==> src/rtl/hdd_seek_sequencer_pkg.sv <==
// Shared types and constants for the ST-506/ESDI head-positioning sequencer.
package hdd_seek_pkg;

  localparam int unsigned CLK_MHZ = 300;

  typedef enum logic [3:0] {
    S_IDLE,
    S_START,
    S_DIR_SETUP,
    S_STEP_HI,
    S_STEP_LO,
    S_SC_BLANK,
    S_WAIT_SC,
    S_DONE,
    S_FAIL
  } seek_state_t;

  localparam logic [2:0] ERR_NONE      = 3'd0;
  localparam logic [2:0] ERR_NOT_READY = 3'd1;
  localparam logic [2:0] ERR_NO_REF    = 3'd2;
  localparam logic [2:0] ERR_TIMEOUT   = 3'd3;
  localparam logic [2:0] ERR_TRACK0_NF = 3'd4;

  function automatic logic [15:0] abs_diff(input logic [15:0] a, input logic [15:0] b);
    return (a > b) ? (a - b) : (b - a);
  endfunction

endpackage

==> src/rtl/hdd_seek_sequencer_if.sv <==
// Host register-block side of the seek sequencer: command strobes and status.
interface hdd_seek_sequencer_if;
  logic        cmd_seek;
  logic        cmd_recal;
  logic [15:0] target_cyl;
  logic [19:0] step_period;
  logic        cmd_busy;
  logic [15:0] cur_cyl;
  logic        cyl_valid;
  logic [2:0]  error_code;

  modport master (
    output cmd_seek, cmd_recal, target_cyl, step_period,
    input  cmd_busy, cur_cyl, cyl_valid, error_code
  );

  modport slave (
    input  cmd_seek, cmd_recal, target_cyl, step_period,
    output cmd_busy, cur_cyl, cyl_valid, error_code
  );
endinterface

==> src/rtl/hdd_seek_sequencer_sync_2ff.sv <==
// Two-flop synchronizer bank for asynchronous drive status lines.
module sync_2ff #(
  parameter int unsigned WIDTH = 1
) (
  input  logic             clk,
  input  logic             rst,
  input  logic [WIDTH-1:0] d,
  output logic [WIDTH-1:0] q
);
  logic [WIDTH-1:0] meta;

  always_ff @(posedge clk or posedge rst) begin
    if (rst) begin
      meta <= '0;
      q    <= '0;
    end else begin
      meta <= d;
      q    <= meta;
    end
  end
endmodule

==> src/rtl/hdd_seek_sequencer.sv <==
// Seek/recalibrate sequencer: drives STEP/DIR, tracks cylinder, waits for SEEK_COMPLETE.
module hdd_seek_sequencer
  import hdd_seek_pkg::*;
#(
  parameter int unsigned STEP_PULSE_CLKS   = 600,
  parameter int unsigned DIR_SETUP_CLKS    = 300,
  parameter int unsigned SC_BLANK_CLKS     = 3000,
  parameter int unsigned SEEK_TIMEOUT_CLKS = 300000000,
  parameter int unsigned MAX_RECAL_STEPS   = 2048
) (
  input  logic                 clk,
  input  logic                 reset,
  hdd_seek_sequencer_if.slave  host,
  output logic                 drv_step,
  output logic                 drv_dir,
  input  logic                 drv_seek_complete,
  input  logic                 drv_track0,
  input  logic                 drv_ready,
  output logic                 seek_start,
  output logic                 seek_complete,
  output logic                 seek_error,
  output logic [15:0]          seek_distance
);

  logic [2:0]  sync_q;
  logic        sc_s, t0_s, rdy_s;
  seek_state_t state, next_state;
  logic [2:0]  fail_code;
  logic [31:0] timer, timer_load, period_clks, lo_clks;
  logic        is_recal, busy, cyl_valid;
  logic [15:0] tgt, cur_cyl, steps_left, recal_steps, acc_dist;
  logic [19:0] period;
  logic [2:0]  err;
  logic        start_d, comp_d, err_d, step_d, busy_d, accept, entering;

  sync_2ff #(.WIDTH(3)) u_sync (
    .clk (clk),
    .rst (reset),
    .d   ({drv_seek_complete, drv_track0, drv_ready}),
    .q   (sync_q)
  );
  assign {sc_s, t0_s, rdy_s} = sync_q;

  assign host.cmd_busy   = busy;
  assign host.cur_cyl    = cur_cyl;
  assign host.cyl_valid  = cyl_valid;
  assign host.error_code = err;

  assign accept      = (state == S_IDLE) && (host.cmd_seek || host.cmd_recal);
  assign entering    = (next_state != state);
  assign acc_dist    = host.cmd_recal ? (cyl_valid ? cur_cyl : 16'hFFFF)
                                      : abs_diff(host.target_cyl, cur_cyl);
  assign period_clks = ({12'd0, period} > 2 * STEP_PULSE_CLKS) ? {12'd0, period}
                                                               : 2 * STEP_PULSE_CLKS;
  assign lo_clks     = period_clks - STEP_PULSE_CLKS;

  always_ff @(posedge clk or posedge reset) begin
    if (reset) state <= S_IDLE;
    else       state <= next_state;
  end

  always_comb begin
    next_state = state;
    fail_code  = ERR_NONE;
    unique case (state)
      S_IDLE:      if (accept) next_state = S_START;
      S_START: begin
        if (!rdy_s) begin
          next_state = S_FAIL;
          fail_code  = ERR_NOT_READY;
        end else if (!is_recal && !cyl_valid) begin
          next_state = S_FAIL;
          fail_code  = ERR_NO_REF;
        end else if (!is_recal && seek_distance == 16'd0) begin
          next_state = S_WAIT_SC;
        end else begin
          next_state = S_DIR_SETUP;
        end
      end
      S_DIR_SETUP: if (timer == 32'd0) next_state = (is_recal && t0_s) ? S_SC_BLANK : S_STEP_HI;
      S_STEP_HI:   if (timer == 32'd0) next_state = S_STEP_LO;
      S_STEP_LO: begin
        if (timer == 32'd0) begin
          if (is_recal) begin
            if (t0_s) begin
              next_state = S_SC_BLANK;
            end else if (32'(recal_steps) >= MAX_RECAL_STEPS) begin
              next_state = S_FAIL;
              fail_code  = ERR_TRACK0_NF;
            end else begin
              next_state = S_STEP_HI;
            end
          end else begin
            next_state = (steps_left == 16'd0) ? S_SC_BLANK : S_STEP_HI;
          end
        end
      end
      S_SC_BLANK:  if (timer == 32'd0) next_state = S_WAIT_SC;
      S_WAIT_SC: begin
        if (sc_s) begin
          next_state = S_DONE;
        end else if (timer == 32'd0) begin
          next_state = S_FAIL;
          fail_code  = ERR_TIMEOUT;
        end
      end
      S_DONE:      next_state = S_IDLE;
      S_FAIL:      next_state = S_IDLE;
      default:     next_state = S_IDLE;
    endcase
    // Drive dropping out overrides whatever the active state decided.
    if (!(state inside {S_IDLE, S_DONE, S_FAIL}) && !rdy_s) begin
      next_state = S_FAIL;
      fail_code  = ERR_NOT_READY;
    end
  end

  always_comb begin
    start_d = (next_state == S_START);
    comp_d  = (next_state == S_DONE);
    err_d   = (next_state == S_FAIL);
    step_d  = (next_state == S_STEP_HI);
    busy_d  = !(next_state inside {S_IDLE, S_DONE, S_FAIL});
    unique case (next_state)
      S_DIR_SETUP: timer_load = DIR_SETUP_CLKS - 1;
      S_STEP_HI:   timer_load = STEP_PULSE_CLKS - 1;
      S_STEP_LO:   timer_load = lo_clks - 32'd1;
      S_SC_BLANK:  timer_load = SC_BLANK_CLKS - 1;
      S_WAIT_SC:   timer_load = SEEK_TIMEOUT_CLKS - 1;
      default:     timer_load = '0;
    endcase
  end

  always_ff @(posedge clk or posedge reset) begin
    if (reset) begin
      timer <= '0;  is_recal <= 1'b0;  tgt <= '0;  period <= '0;
      steps_left <= '0;  recal_steps <= '0;  cur_cyl <= '0;  cyl_valid <= 1'b0;
      busy <= 1'b0;  err <= ERR_NONE;  drv_step <= 1'b0;  drv_dir <= 1'b0;
      seek_start <= 1'b0;  seek_complete <= 1'b0;  seek_error <= 1'b0;
      seek_distance <= '0;
    end else begin
      seek_start    <= start_d;
      seek_complete <= comp_d;
      seek_error    <= err_d;
      drv_step      <= step_d;
      busy          <= busy_d;
      if (entering)              timer <= timer_load;
      else if (timer != 32'd0)   timer <= timer - 32'd1;
      if (accept) begin
        is_recal      <= host.cmd_recal;
        tgt           <= host.target_cyl;
        period        <= host.step_period;
        err           <= ERR_NONE;
        recal_steps   <= '0;
        steps_left    <= acc_dist;
        seek_distance <= acc_dist;
      end
      if (state == S_START && next_state == S_DIR_SETUP)
        drv_dir <= is_recal ? 1'b0 : (tgt > cur_cyl);
      if (entering && next_state == S_STEP_HI) begin
        steps_left  <= steps_left - 16'd1;
        recal_steps <= recal_steps + 16'd1;
        if (drv_dir)                cur_cyl <= cur_cyl + 16'd1;
        else if (cur_cyl != 16'd0)  cur_cyl <= cur_cyl - 16'd1;
      end
      if (next_state == S_DONE && is_recal) begin
        cur_cyl   <= '0;
        cyl_valid <= 1'b1;
      end
      if (entering && next_state == S_FAIL) begin
        err       <= fail_code;
        cyl_valid <= 1'b0;
      end
    end
  end

endmodule

==> src/flat_wrapper.sv <==
// flat-port wrapper written by rule: the top's interface ports become plain ports
module hdd_seek_sequencer_flat import hdd_seek_pkg::*;
#(
  parameter int unsigned STEP_PULSE_CLKS   = 600,
  parameter int unsigned DIR_SETUP_CLKS    = 300,
  parameter int unsigned SC_BLANK_CLKS     = 3000,
  parameter int unsigned SEEK_TIMEOUT_CLKS = 300000000,
  parameter int unsigned MAX_RECAL_STEPS   = 2048
)
  (clk, reset, drv_step, drv_dir, drv_seek_complete, drv_track0, drv_ready, seek_start, seek_complete, seek_error, seek_distance, host_cmd_seek, host_cmd_recal, host_target_cyl, host_step_period, host_cmd_busy, host_cur_cyl, host_cyl_valid, host_error_code);
  hdd_seek_sequencer_if host_i ();
  input  logic clk;
  input  logic reset;
  output logic drv_step;
  output logic drv_dir;
  input  logic drv_seek_complete;
  input  logic drv_track0;
  input  logic drv_ready;
  output logic seek_start;
  output logic seek_complete;
  output logic seek_error;
  output logic [15:0] seek_distance;
  input wire logic [$bits(host_i.cmd_seek)-1:0] host_cmd_seek;
  input wire logic [$bits(host_i.cmd_recal)-1:0] host_cmd_recal;
  input wire logic [$bits(host_i.target_cyl)-1:0] host_target_cyl;
  input wire logic [$bits(host_i.step_period)-1:0] host_step_period;
  output wire logic [$bits(host_i.cmd_busy)-1:0] host_cmd_busy;
  output wire logic [$bits(host_i.cur_cyl)-1:0] host_cur_cyl;
  output wire logic [$bits(host_i.cyl_valid)-1:0] host_cyl_valid;
  output wire logic [$bits(host_i.error_code)-1:0] host_error_code;
  assign host_i.cmd_seek = host_cmd_seek;
  assign host_i.cmd_recal = host_cmd_recal;
  assign host_i.target_cyl = host_target_cyl;
  assign host_i.step_period = host_step_period;
  assign host_cmd_busy = host_i.cmd_busy;
  assign host_cur_cyl = host_i.cur_cyl;
  assign host_cyl_valid = host_i.cyl_valid;
  assign host_error_code = host_i.error_code;
  hdd_seek_sequencer #(.STEP_PULSE_CLKS(STEP_PULSE_CLKS), .DIR_SETUP_CLKS(DIR_SETUP_CLKS), .SC_BLANK_CLKS(SC_BLANK_CLKS), .SEEK_TIMEOUT_CLKS(SEEK_TIMEOUT_CLKS), .MAX_RECAL_STEPS(MAX_RECAL_STEPS)) u_core (.clk(clk), .reset(reset), .host(host_i), .drv_step(drv_step), .drv_dir(drv_dir), .drv_seek_complete(drv_seek_complete), .drv_track0(drv_track0), .drv_ready(drv_ready), .seek_start(seek_start), .seek_complete(seek_complete), .seek_error(seek_error), .seek_distance(seek_distance));
endmodule
==> config.mk <==
export PLATFORM = sky130hd
export DESIGN_NAME = hdd_seek_sequencer_flat
export DESIGN_NICKNAME = d
export VERILOG_FILES = /design/src/rtl/hdd_seek_sequencer_pkg.sv /design/src/rtl/hdd_seek_sequencer_if.sv /design/src/rtl/hdd_seek_sequencer_sync_2ff.sv /design/src/rtl/hdd_seek_sequencer.sv /design/src/flat_wrapper.sv
export SDC_FILE = /design/constraint.sdc
export NUM_CORES = 1
export LEC_CHECK = 0
export ABC_AREA = 1
export CORE_MARGIN = 2
export CORE_UTILIZATION = 66
export CTS_BUF_LIST = sky130_fd_sc_hd__clkbuf_2 sky130_fd_sc_hd__clkbuf_4 sky130_fd_sc_hd__clkbuf_8
export DETAILED_ROUTE_END_ITERATION = 12
export PLACE_DENSITY_LB_ADDON = 0.25
export SKIP_CTS_REPAIR_TIMING = 1
export SYNTH_ARGS = -nofsm -noshare
export SYNTH_HDL_FRONTEND = slang
export SYNTH_HIERARCHICAL = 1
export SYNTH_SLANG_ARGS = --single-unit
==> constraint.sdc <==
create_clock -name clk -period 9.1 [get_ports clk]
set_clock_uncertainty 0.2 [all_clocks]
set_input_delay 0.91 -clock clk [delete_from_list [all_inputs] [get_ports clk]]
set_output_delay 0.91 -clock clk [all_outputs]
set_load 0.01 [all_outputs]
; ---- Yosys cells after proc, flatten, opt, wreduce, memory -nomap -nowiden
; Cells that the tools add are included.
[totals]
in_bits = 43
output_inout_bits = 42
ff_bits = 153
wordCells = 127
[classes]
eq_ne = 17
n_reduce_logical = 31
addsub = 9
order_cmp = 4
n_mux = 47
[op_table]
columns = cell, n
row1 = two-way mux 16 bit, 11
row2 = case mux 32 bit (5 select lines), 1
row3 = two-way mux 32 bit, 2
row4 = subtractor 32 x 1 -> 32 bit (second input constant), 2
row5 = two-way mux 4 bit, 13
row6 = two-way mux 3 bit, 12
row7 = adder 16 x 1 -> 16 bit (second input constant), 2
row8 = == test 4 x 3 -> 1 bit (second input constant), 8
row9 = > comparator 16 bit, 2
row10 = zero test 16 bit, 2
row11 = zero test 32 bit, 1
row12 = nonzero test 32 bit, 1
row13 = subtractor 16 x 1 -> 16 bit (second input constant), 2
row14 = subtractor 16 bit, 2
row15 = subtractor 32 x 10 -> 32 bit (second input constant), 1
row16 = case mux 4 bit (7 select lines), 1
row17 = > comparator 20 x 11 -> 1 bit (second input constant), 1
row18 = two-way mux 20 bit, 1
row19 = == test 4 x 2 -> 1 bit (second input constant), 4
row20 = >= comparator 16 x 12 -> 1 bit (second input constant), 1
row21 = nonzero test 16 bit, 1
row22 = nonzero test 2 bit, 5
row23 = logical AND 1 bit, 9
row24 = case mux 3 bit (3 select lines), 1
row25 = 10 further kinds, 22

; ---- Logic depth before layout (Yosys ltp)
[depth]
depth_word = 11
depth_mapped = 26
depth_no_buf = 25

; ---- By module
; The synthesis kept the hierarchy.
[by_module_without_submodules]
columns = mod, area_per_inst_um2, cells_per_inst, seq_area_each_um2, n_inst
row1 = hdd_seek_sequencer, 11552.3, 1644, 3678.5, 1
row2 = sync_2ff, 153.9, 7, 150.1, 1

; ---- Worst setup path before layout
; OpenSTA, ideal clock, no wires.
[synth_timing]
kind = in2reg
start = input port host_target_cyl[0]
end = register u_core.seek_distance[7]
arrival_time_ns = 3.170
setup_ns = 0.083
stages = 16
path_buffers = 1
slack_ns = 5.647
t_required_ns = 8.817
cell_sequence = inv_1 -> ha_1 -> fa_1 -> o21ai_0 -> a21oi_1 -> o21bai_1 -> nand2_1 -> nand3_2 -> nand2_1 -> clkbuf_1 -> nand2_1 -> o21ai_0 -> o21ai_0 -> a21oi_1 -> or2_2 -> o21ai_0
[synth_via]
elab_chain_len = 3
word_cells_on_any_way = 5
cone_classes = 2 x add/sub / 1 x order compare / 2 x mux
[synth_lines]
columns = element, line_no
row1 = start: declaration, flat_wrapper.sv:25  ; input wire logic [$bits(host_i.target_cyl)-1:0] host_target_cyl;
row2 = subtractor 16 bit or > comparator 16 bit (tied branches), hdd_seek_sequencer_pkg.sv:25  ; return (a > b) ? (a - b) : (b - a);
row3 = two-way mux 16 bit *, hdd_seek_sequencer_pkg.sv:25
row4 = two-way mux 16 bit *, hdd_seek_sequencer.sv:51  ; assign acc_dist = host.cmd_recal ? (cyl_valid ? cur_cyl : 16'hFFFF)
row5 = end signal: assignment, hdd_seek_sequencer.sv:156  ; seek_distance <= acc_dist;
row6 = end: declaration, hdd_seek_sequencer.sv:22  ; output logic [15:0] seek_distance
; Every way passes the cells marked *; elsewhere a longest branch is shown, timed or not.
; A chain may end at the register's enable or synchronous reset.

; ---- Final worst setup path
[layout_timing]
start = register u_core.timer[0]
end = register u_core.steps_left[11]
[layout_via]
elab_chain_len = 8
word_cells_on_any_way = 14
cone_classes = 2 x eq/ne / 9 x mux / 3 x reduce/logical
[layout_lines]
columns = element, line_no
row1 = start: declaration, hdd_seek_sequencer.sv:29  ; logic [31:0] timer, timer_load, period_clks, lo_clks;
row2 = start signal: assignment, hdd_seek_sequencer.sv:147  ; if (entering) timer <= timer_load;
row3 = start signal: assignment, hdd_seek_sequencer.sv:148  ; else if (timer != 32'd0) timer <= timer - 32'd1;
row4 = zero test 32 bit *, n/a
row5 = two-way mux 4 bit, hdd_seek_sequencer.sv:102  ; end else if (timer == 32'd0) begin
row6 = two-way mux 4 bit, hdd_seek_sequencer.sv:100  ; if (sc_s) begin
row7 = case mux 4 bit (7 select lines) *, hdd_seek_sequencer.sv:65  ; unique case (state)
row8 = two-way mux 4 bit *, hdd_seek_sequencer.sv:112  ; if (!(state inside {S_IDLE, S_DONE, S_FAIL}) && !rdy_s) begin
row9 = via u_core.next_state[3], hdd_seek_sequencer.sv:27  ; seek_state_t state, next_state;
row10 = inequality test 4 bit or == test 4 x 2 -> 1 bit (tied branches), "hdd_seek_sequencer.sv:50, hdd_seek_sequencer.sv:160"
row11 = logical AND 1 bit *, hdd_seek_sequencer.sv:160  ; if (entering && next_state == S_STEP_HI) begin
row12 = two-way mux 16 bit or nonzero test 2 bit (tied branches), n/a
row13 = end signal: assignment, hdd_seek_sequencer.sv:155  ; steps_left <= acc_dist;
row14 = end signal: assignment, hdd_seek_sequencer.sv:161  ; steps_left <= steps_left - 16'd1;
row15 = end: declaration, hdd_seek_sequencer.sv:31  ; logic [15:0] tgt, cur_cyl, steps_left, recal_steps, acc_dist;
; Mark *: on every way through the listed nets, which the timed path passes. The rest lies on a longest branch.

==> reports/metrics.yaml <==
syn_to_final_growth_pct: 11.6
fin_nets: 1833
p_per_area_mw_per_mm2: 370
hold_viol_final: 0
gp_congestion: 1.04
cp-endpoint: "u_core/steps_left[11]"
syn_nets: 1765
final_common_cell: "nand2_1"
first_global_vias: 11200
die_area_mm2: 0.0188
outcome: "finished clean"
drt-pass1-iter-count: 7
placed_cells: 1925
ys_ff_latch: 153
setup_tns_ns: 0
cts_buffers: 17
mostFrequentLayoutCells: "nand2_1, inv_1, nor2_1, dfrtp_1, o21ai_0"
clkLatencyLatePin_ns: 0.46
start_util_pct: 67.7
vias: 11800
rrSetupSlack_ns: 4.57
htreeDepth: 4
ys_top_cells_by_area: "dfrtp_1, nand2_1, inv_1, ha_1, o21ai_0"
io_buffers: 84
grt_usage_pct: 37.4
startpoint: "u_core/timer[0]"
slowest_delay_ns: 0.52
fp.dieW_um: 137
avgRoutedWirePerCell_um: 17.4
io_pins: 85
leakage_uw: 0.00661
core_area_mm2: 0.0173
reg2reg_to: "u_core/steps_left[11]"
synthCells: 1651
rsz0062_at_grt: "false"
hpwl_um: 25500
crit_type: "flip-flop to flip-flop"
routed_wl_um: 34100
final_cells: 1956
worst_pin_slew_ns: 1.01
yosysSeqAreaShare_pct: 32.7
syn-mean-instance-area_um2: 7.09
cp_slowest_cell: "nor2_8"
yosysTopAreaCell: "dfrtp_1"
yosys_warnings: 6
antenna_cells: 0
clk_pin_slew_ns: 0.08
cts_tree: "yes"
grt_pass1_wl_um: 54900
grt_antenna_before_repair: 0
r2r-start: "u_core/timer[0]"
setup_viol: 0
maxSlewViolCount: 0
arrival_ns: 4.69
worstSetupEndpointType: "flip-flop"
cp-start-kind: "flip-flop"
worstHoldPathType: "flip-flop to flip-flop"
row_count: 48
critPathMaxFanout: 31
grt-ovfl-total: 0
p_total_uw: 4830
peakVddDrop_uv: 277
clockRootBuffer: "clkbuf_8"
cts_buffer_depth: 2
synth_top_cell_area_share_pct: 32.7
cts_num_sinks: 153
cap_violations: 0
drtIter0Drc: 1210
drive_gt1_share_pct: 7.22
ant_nets: 0
max_freq_mhz: 221
die_h_um: 137
finalCritPeriodShare_pct: 49.7
crit_required_ns: 9.26
worstPathCellList: "inv_1 -> ha_1 -> nand2_2 -> nor2_4 -> nand2_1 -> nor2_2 -> nand2_1 -> nand3_1 -> nand4_2 -> nand2_1 -> nand2_1 -> clkinv_1 -> nand2_2 -> nor2_8 -> inv_4 -> nand2_2 -> nand2_2 -> o211ai_1"
synth.distinct_cells: 54
reg2reg_depth: 18
remaining_drc_errors: 0
syn-cell-area_mm2: 0.0117
min_period_ns: 4.53
grt_max_degree: 81
relSlewSlack_pct: 32.6
viasPerCell: 6.01
[state kept, by name, indices dropped and copies added, names as in the netlist, 3 cells and up]
signal / count
u_core/u_sync/q: 3
u_core/seek_distance: 16
u_core/host.cur_cyl: 16
u_core/period: 20
u_core/state: 4
u_core/host.error_code: 3
u_core/tgt: 16
u_core/recal_steps: 16
u_core/timer: 32
u_core/u_sync/meta: 3
u_core/steps_left: 16
[per-layer routing]
| layer | part of all wire, % | up-vias | routed length [um] | global-route usage [%] |
|---|---|---|---|---|
| li1 | - | 5534 | - | - |
| met1 | 39 | 5501 | 13300 | 45.2 |
| met4 | 5.2 | 0 | 1790 | 20.0 |
| met5 | 0 | - | 0 | 0 |
| met3 | 6.9 | 130 | 2360 | 6.18 |
| met2 | 49 | 588 | 16700 | 64.0 |
[synthesized netlist by cell type, drive strengths merged]
| cell | n |
|---|---|
| o21bai | 5 |
| a21boi | 1 |
| a21oi | 92 |
| nand2 | 380 |
| and2 | 2 |
| nand4 | 28 |
| or2 | 9 |
| xor2 | 52 |
| mux2 | 3 |
| o2111ai | 4 |
| nand3b | 2 |
| o21a | 3 |
| a31o | 2 |
| nor3 | 30 |
| xnor2 | 12 |
| clkbuf | 16 |
| fa | 3 |
| o21ai | 147 |
| a32o | 1 |
| a22oi | 2 |
| nand3 | 117 |
| o221ai | 4 |
| o22ai | 20 |
| and3 | 1 |
| inv | 245 |
| a21o | 2 |
| buf | 24 |
| clkinv | 2 |
| nor2 | 183 |
| ha | 68 |
| a221oi | 2 |
| a31oi | 9 |
| o211ai | 21 |
| nor4 | 6 |
| dfrtp | 153 |
[where the power goes]
part / switching [uW] / internal [uW]
registers: 295 / 944
clock network: 267 / 292
logic: 1960 / 1070
total: 2530 / 2310
[cell type report]
type,instances,area (um^2)
clock buffers,21,277
clock inverters,10,143
fillers,1357,4230
inverters,247,937
multi-input cells,1211,6720
flip-flops and latches,153,3830
well taps,225,282
repair buffers,89,878
[kinds of logic after synthesis]
logic type | Yosys count | synth area share [%]
AO/OA/AOI/OAI | 315 | 15.8
XOR/XNOR | 64 | 4.79
adder cells (fa/ha/maj) | 71 | 7.78
buffers and inverters | 287 | 9.97
flip-flops | 153 | 32.7
multiplexers | 3 | 0.289
AND/OR/NAND/NOR | 758 | 28.7
[critical path: cells and delay by family, from the launching register on]
family	cells	cell delay, ns
buffers and inverters	3	0.40
AO/OA/AOI/OAI	1	0.32
flip-flops	1	0.38
adder cells (fa/ha/maj)	1	0.22
AND/OR/NAND/NOR	13	2.86
[per-stage QoR]
stage	instance area (um^2)	worst slack, ns	hold WS (ns)	utilization [%]
after detailed placement	12600	4.27	0.139	73.1
after CTS	13100	4.66	0.158	75.5
after global placement	12600	4.38	0.133	73.1
after floorplan	11700	4.04	0.131	-
final	13100	4.57	0.159	75.5
after global routing	13100	4.25	0.168	75.5
[worst min path at each step]
stage | start | end | slack (ns) | cells past startpoint
floorplan | u_core/u_sync/meta[0] | u_core/u_sync/q[0] | 0.13 | 0
global placement | u_core/u_sync/meta[1] | u_core/u_sync/q[1] | 0.13 | 0
detailed placement | u_core/u_sync/meta[0] | u_core/u_sync/q[0] | 0.14 | 0
CTS | u_core/u_sync/meta[0] | u_core/u_sync/q[0] | 0.16 | 0
global route | u_core/u_sync/meta[1] | u_core/u_sync/q[1] | 0.17 | 0
finish | u_core/u_sync/meta[0] | u_core/u_sync/q[0] | 0.16 | 0
Note: power is estimated with default switching activity, not from simulation.
